**src/rtl/ex_muldiv.sv**
```systemverilog
// ex_muldiv: iterative integer multiply/divide unit for the EX stage.
//   Multiplies use shift-add, divides use restoring subtraction, both on
//   operand magnitudes with a sign fix-up at the end. One iteration per
//   clock, XLEN iterations; divide-by-zero and signed overflow finish at
//   once.
//   Optional macro MULDIV_FAST_MUL_EN: multiplies complete in a single
//   cycle via a combinational multiplier.
// Ports:
//   clk_in, rst_in (async, active-high)
//   start_in, flush_in, op_in (funct3), rs1Data_in, rs2Data_in, rdIdx_in
//   busy_out (state != IDLE), done_out (1-cycle pulse),
//   result_out, rdIdx_out (held until the next completion)
module ex_muldiv #(
  parameter int XLEN      = 32,
  parameter int REG_IDX_W = 5
) (
  input  logic                 clk_in,
  input  logic                 rst_in,
  input  logic                 start_in,
  input  logic                 flush_in,
  input  logic [2:0]           op_in,
  input  logic [XLEN-1:0]      rs1Data_in,
  input  logic [XLEN-1:0]      rs2Data_in,
  input  logic [REG_IDX_W-1:0] rdIdx_in,
  output logic                 busy_out,
  output logic                 done_out,
  output logic [XLEN-1:0]      result_out,
  output logic [REG_IDX_W-1:0] rdIdx_out
);
  localparam int CW = $clog2(XLEN + 1);

  typedef enum logic [1:0] {IDLE, CALC, DONE} state_t;

  state_t                 state_q, state_d;
  logic [CW-1:0]          cnt_q, cnt_d;
  logic [2:0]             op_q, op_d;
  logic [2*XLEN-1:0]      acc_q, acc_d;     // {hi/rem, lo/quotient}
  logic [XLEN-1:0]        b_q, b_d;         // |multiplier| or |divisor|
  logic                   qneg_q, qneg_d;   // negate product/quotient
  logic                   rneg_q, rneg_d;   // negate remainder
  logic [REG_IDX_W-1:0]   rd_cap_q, rd_cap_d, rd_out_q, rd_out_d;
  logic [XLEN-1:0]        res_q, res_d;
  logic                   busy_q, busy_d, done_q, done_d;

  // Request decode: signedness per funct3, magnitudes, early-out cases
  logic            a_sgn, b_sgn, div_zero, div_ovf;
  logic [XLEN-1:0] a_mag, b_mag;
  always_comb begin
    a_sgn    = rs1Data_in[XLEN-1] &
               (op_in == 3'd1 || op_in == 3'd2 || op_in == 3'd4 || op_in == 3'd6);
    b_sgn    = rs2Data_in[XLEN-1] & (op_in == 3'd1 || op_in == 3'd4 || op_in == 3'd6);
    a_mag    = a_sgn ? -rs1Data_in : rs1Data_in;
    b_mag    = b_sgn ? -rs2Data_in : rs2Data_in;
    div_zero = op_in[2] && (rs2Data_in == '0);
    div_ovf  = op_in[2] && !op_in[0] &&
               (rs1Data_in == {1'b1, {(XLEN-1){1'b0}}}) && (rs2Data_in == '1);
  end

`ifdef MULDIV_FAST_MUL_EN
  logic [2*XLEN-1:0] fast_a, fast_b, fast_p;
  always_comb begin
    // a_sgn/b_sgn are already masked per op, so sign-extension is correct
    fast_a = {{XLEN{a_sgn}}, rs1Data_in};
    fast_b = {{XLEN{b_sgn}}, rs2Data_in};
    fast_p = fast_a * fast_b;
  end
`endif

  // One iteration plus the final sign fix-up on the post-iteration value,
  // so the result can be registered on the same edge as the last step.
  logic [XLEN:0]     mul_sum, div_sh, div_diff;
  logic [2*XLEN-1:0] acc_step, prod;
  logic [XLEN-1:0]   quo, rem, calc_res;
  always_comb begin
    mul_sum  = {1'b0, acc_q[2*XLEN-1:XLEN]} + (acc_q[0] ? {1'b0, b_q} : '0);
    div_sh   = {acc_q[2*XLEN-1:XLEN], acc_q[XLEN-1]};
    div_diff = div_sh - {1'b0, b_q};
    if (!op_q[2])
      acc_step = {mul_sum, acc_q[XLEN-1:1]};
    else if (!div_diff[XLEN])
      acc_step = {div_diff[XLEN-1:0], acc_q[XLEN-2:0], 1'b1};
    else
      acc_step = {div_sh[XLEN-1:0], acc_q[XLEN-2:0], 1'b0};
    prod = qneg_q ? -acc_step : acc_step;
    quo  = qneg_q ? -acc_step[XLEN-1:0] : acc_step[XLEN-1:0];
    rem  = rneg_q ? -acc_step[2*XLEN-1:XLEN] : acc_step[2*XLEN-1:XLEN];
    if (!op_q[2])
      calc_res = (op_q[1:0] == 2'd0) ? prod[XLEN-1:0] : prod[2*XLEN-1:XLEN];
    else
      calc_res = op_q[1] ? rem : quo;
  end

  always_comb begin
    state_d  = state_q;
    cnt_d    = cnt_q;
    op_d     = op_q;
    acc_d    = acc_q;
    b_d      = b_q;
    qneg_d   = qneg_q;
    rneg_d   = rneg_q;
    rd_cap_d = rd_cap_q;
    rd_out_d = rd_out_q;
    res_d    = res_q;
    done_d   = 1'b0;
    case (state_q)
      IDLE: if (start_in) begin
        op_d     = op_in;
        rd_cap_d = rdIdx_in;
        acc_d    = {{XLEN{1'b0}}, a_mag};
        b_d      = b_mag;
        qneg_d   = a_sgn ^ b_sgn;
        rneg_d   = a_sgn;
        cnt_d    = '0;
        if (div_zero) begin
          res_d    = op_in[1] ? rs1Data_in : '1;
          rd_out_d = rdIdx_in;
          done_d   = 1'b1;
          state_d  = DONE;
        end else if (div_ovf) begin
          res_d    = op_in[1] ? '0 : rs1Data_in;
          rd_out_d = rdIdx_in;
          done_d   = 1'b1;
          state_d  = DONE;
        end
`ifdef MULDIV_FAST_MUL_EN
        else if (!op_in[2]) begin
          res_d    = (op_in[1:0] == 2'd0) ? fast_p[XLEN-1:0] : fast_p[2*XLEN-1:XLEN];
          rd_out_d = rdIdx_in;
          done_d   = 1'b1;
          state_d  = DONE;
        end
`endif
        else begin
          state_d = CALC;
        end
      end
      CALC: begin
        acc_d = acc_step;
        cnt_d = cnt_q + 1'b1;
        if (cnt_q == CW'(XLEN - 1)) begin
          res_d    = calc_res;
          rd_out_d = rd_cap_q;
          done_d   = 1'b1;
          cnt_d    = '0;
          state_d  = DONE;
        end
      end
      DONE:    state_d = IDLE;
      default: state_d = IDLE;
    endcase
    // Flush wins over everything: abort, no completion, outputs keep old values
    if (flush_in) begin
      state_d  = IDLE;
      cnt_d    = '0;
      done_d   = 1'b0;
      res_d    = res_q;
      rd_out_d = rd_out_q;
    end
    busy_d = (state_d != IDLE);
  end

  always_ff @(posedge clk_in or posedge rst_in) begin
    if (rst_in) begin
      state_q  <= IDLE;
      cnt_q    <= '0;
      op_q     <= '0;
      acc_q    <= '0;
      b_q      <= '0;
      qneg_q   <= 1'b0;
      rneg_q   <= 1'b0;
      rd_cap_q <= '0;
      rd_out_q <= '0;
      res_q    <= '0;
      busy_q   <= 1'b0;
      done_q   <= 1'b0;
    end else begin
      state_q  <= state_d;
      cnt_q    <= cnt_d;
      op_q     <= op_d;
      acc_q    <= acc_d;
      b_q      <= b_d;
      qneg_q   <= qneg_d;
      rneg_q   <= rneg_d;
      rd_cap_q <= rd_cap_d;
      rd_out_q <= rd_out_d;
      res_q    <= res_d;
      busy_q   <= busy_d;
      done_q   <= done_d;
    end
  end

  assign busy_out   = busy_q;
  assign done_out   = done_q;
  assign result_out = res_q;
  assign rdIdx_out  = rd_out_q;

endmodule

```
**config.mk**
```make
export PLATFORM = sky130hd
export DESIGN_NAME = ex_muldiv
export DESIGN_NICKNAME = d
export VERILOG_FILES = /design/src/rtl/ex_muldiv.sv
export SDC_FILE = /design/constraint.sdc
export NUM_CORES = 1
export LEC_CHECK = 0
export BUFFER_PORTS_ARGS = -buffer_cell sky130_fd_sc_hd__clkbuf_2
export CAP_MARGIN = 20
export CORE_ASPECT_RATIO = 0.8
export CORE_MARGIN = 1.5
export CORE_UTILIZATION = 38
export DETAILED_ROUTE_END_ITERATION = 10
export GPL_ROUTABILITY_DRIVEN = 0
export SLEW_MARGIN = 5
export SYNTH_ARGS = -nofsm -noshare
export SYNTH_HDL_FRONTEND = slang
export SYNTH_SLANG_ARGS = --single-unit
```
**constraint.sdc**
```tcl
create_clock -name clk_in -period 14.55 [get_ports clk_in]
set_input_delay 2.91 -clock clk_in [delete_from_list [all_inputs] [get_ports clk_in]]
set_output_delay 2.91 -clock clk_in [all_outputs]
set_load 0.005 [all_outputs]
```
==> flow_summary.toml <==
[status]
outcome = "finished clean"

[pwr]
p_int_mw = 1.60
ir_drop_uv = 81.2
p_sw_share_pct = 53.6
cellPowerDensity_mw_per_mm2 = 189
switchingPower_mw = 1.85
pwr-share-comb_pct = 64.9
pwr-share-clk_pct = 13.4
seq_power_share_pct = 21.6
p_leak_nw = 7.61

[die]
boundaryPins = 115
die-area_sq_mm = 0.0452
coreArea_sq_mm = 0.0432
start_util_pct = 38.6
dieWidth_um = 237
fp.dieH_um = 190
num_rows = 68

[cells_and_area]
fill_cells = 4427
most-common-layout-cells = "nand2_1 (281), o21ai_0 (199), a21oi_1 (154)"
drive_gt1_share_pct = 11.0
ff_latch_area_sq_mm = 0.00383
multi_input_area_sq_mm = 0.0121
areaGrowthSynthToFinish_pct = 9.26
nets = 2354
final_common_cell = "nand2_1"

[global_routing]
grt_use_total_pct = 28.2
grt_pass1_wl_um = 98900
grt_max_degree = 84
antenna_found_initial = 1
grt_pass1_vias = 16400
grt-ovfl-total = 0

[clock_tree]
cts_setup_buffers = 0
clk_latency_ns = 0.46
cts_tree = "done"
clkTransAtPathRegs_ns = 0.07
cts_max_path_buffers = 2
cts_resized = 0
cts.htree.levels = 4
numCtsBuffers = 17
cts.hold.buffers_added = 0
cts_num_sinks = 153
root_buffer = "clkbuf_16"

[timing]
hold-worst-slack_ns = 0.477
skew_ns = 0.00913
period_needed_ns = 6.78
worstMarginPinSlew_ns = 1.11
max_freq_mhz = 147
post-route-period-util_pct = 46.6
finalHoldViolations = 0
max_slew_margin_pct = 26.0
rsz0062_at_grt = "false"
maxSlewViolCount = 0
setup_viol = 0
fin_tns_setup_ns = 0

[setup_path]
required_ns = 14.90
cp.arrival_ns = 7.13
critPathMaxFanout = 9
worstSetupStartpointType = "input pin"
crit_type = "in2reg"
cp-end-kind = "register"

[yosys]
syn_nets = 2332
syn_area_sq_mm = 0.0167
synthCells = 2184
synth_simple_gate_area_share_pct = 23.8
synth-xor-area-share_pct = 7.98
yosys_warnings = 0
synthDistinctLibCells = 109
async_reset_ff_share_pct = 100
synth_top_family_by_area = "compound AO/OA/AOI/OAI gates"
ys_ff_latch = 153
syn_avg_cell_area_sq_um = 7.64
synth_fa_ha_area_share_pct = 6.75
synthFlopType = "dfrtp_1"
synth_mux_area_share_pct = 4.49
ys_seq_area_share_pct = 23.0
synth_edf_count = 0
synth-compound-area-share_pct = 29.1

[placed_design]
place_hpwl_um = 48900
portBuffers = 114

[detailed_routing]
postRouteAntennaNets = 0
routed_wl_um = 64800
drt-vias-per-instance = 6.45
drc = 0
wire_per_inst_um = 23.3
vias = 17900
drt-initial-drc-count = 2015
firstDrtPassIters = 5

[flow_run]
drv_cap = 0

[hold_path]
hp-class = "reg2reg"
==> per-layer routing <==
layer	global-route usage [%]	up-vias	share of wire (%)
met3	10.1	140	13
li1	-	8189	-
met1	39.2	8592	43
met4	8.89	2	3.1
met2	40.3	1018	41
met5	1.19	-	0.11
==> power groups by stage <==
| stage | clock (mW) | combinational (mW) | sequential (mW) |
|---|---|---|---|
| floorplan | 0 | 1.60 | 0.661 |
| global placement | 0 | 2.13 | 0.749 |
| detailed placement | 0 | 2.17 | 0.745 |
| CTS | 0.465 | 2.18 | 0.738 |
| global route | 0.484 | 2.42 | 0.762 |
| finish | 0.464 | 2.24 | 0.747 |
==> metrics by stage <==
step	cells	setup WS, ns	power, mW	util, %	area (sq um)
after floorplan	2184	7.52	2.26	-	16700
after global placement	2744	7.52	2.88	40.7	17600
after detailed placement	2745	7.56	2.91	40.7	17600
after CTS	2777	8.03	3.38	42.1	18200
after global routing	2779	7.79	3.66	42.1	18200
final	2781	7.77	3.45	42.2	18200
==> cell usage after synthesis (7+ instances only) <==
library cell / n / area [sq um]
nand2b_1: 11 / 68.8
maj3_1: 21 / 210
o41ai_1: 11 / 96.3
o211a_1: 10 / 100
nor3_1: 69 / 345
xnor2_1: 78 / 683
a221oi_1: 10 / 87.6
or3_1: 32 / 200
and3_1: 14 / 87.6
o31ai_1: 23 / 173
o21ai_1: 8 / 40.0
nand3_1: 45 / 225
nor4_1: 20 / 125
a31oi_1: 31 / 194
buf_2: 19 / 95.1
a211oi_1: 15 / 113
nor2_1: 145 / 544
a21oi_1: 154 / 771
ha_1: 70 / 876
o21a_1: 14 / 105
nor2b_1: 15 / 93.8
or4_1: 9 / 67.6
a21o_1: 29 / 218
o221ai_1: 35 / 307
dfrtp_1: 153 / 3830
buf_1: 14 / 52.6
o21bai_1: 7 / 52.6
or2_2: 10 / 62.6
o211ai_1: 13 / 97.6
nand2_1: 282 / 1060
and4_1: 10 / 87.6
o21ai_0: 199 / 996
inv_1: 60 / 225
a22oi_1: 19 / 143
a22o_1: 25 / 219
clkbuf_1: 94 / 353
nor3b_1: 11 / 82.6
o22ai_1: 13 / 81.3
a211o_1: 9 / 78.8
mux2_2: 10 / 113
and2_1: 48 / 300
xor2_1: 74 / 648
nand4_1: 34 / 213
nand3b_1: 7 / 52.6
mux2i_1: 61 / 611
==> cells by family after synthesis <==
family | Yosys count
XOR/XNOR | 152
multiplexers | 73
AND/OR/NAND/NOR | 793
flip-flops | 153
buffers and inverters | 201
AO/OA/AOI/OAI | 719
adder cells (fa/ha/maj) | 93
==> worst paths after layout <==
check / end / startpoint / slack, ns / depth (start not counted)
min reg2reg: rd_cap_q[2] / rd_cap_q[2] / 0.48 / 2
min in group asynchronous: b_q[2] / rst_in / 2.61 / 2
min: rd_cap_q[2] / rd_cap_q[2] / 0.48 / 2
max reg2reg: result_out[10] / acc_q[31] / 8.05 / 21
max: result_out[18] / rs1Data_in[27] / 7.77 / 12
max in group asynchronous: result_out[28] / rst_in / 10.79 / 4
==> flip-flops by register name, indices dropped and copies added, names as in the netlist <==
| register | cells |
|---|---|
| result_out | 32 |
| done_out | 1 |
| rd_cap_q | 5 |
| b_q | 32 |
| rdIdx_out | 5 |
| state_q | 2 |
| op_q | 3 |
| acc_q | 64 |
| cnt_q | 6 |
| qneg_q | 1 |
| busy_out | 1 |
| rneg_q | 1 |
==> cell type report <==
cell class,instances,area share (%)
Antenna cell,2,0.0275
Clock buffer,17,2.33
Clock inverter,15,0.872
Inverter,64,1.35
Multi-Input combinational cell,1830,66.1
Sequential cell,153,21.0
Tap cell,560,3.85
Timing Repair Buffer,140,4.41
==> critical path: stages <==
cell and delay, ns:
clkbuf_2 0.13, nor3_1 0.29, nand3b_1 0.43, nor4b_1 0.49, nand2_1 0.11, nor4_1 0.78
a21oi_1 0.20, a21o_2 0.27, nor2_1 0.64, o21ai_0 0.20, or4_1 0.54, o311a_1 0.12
(Power assumes the default switching activity.)
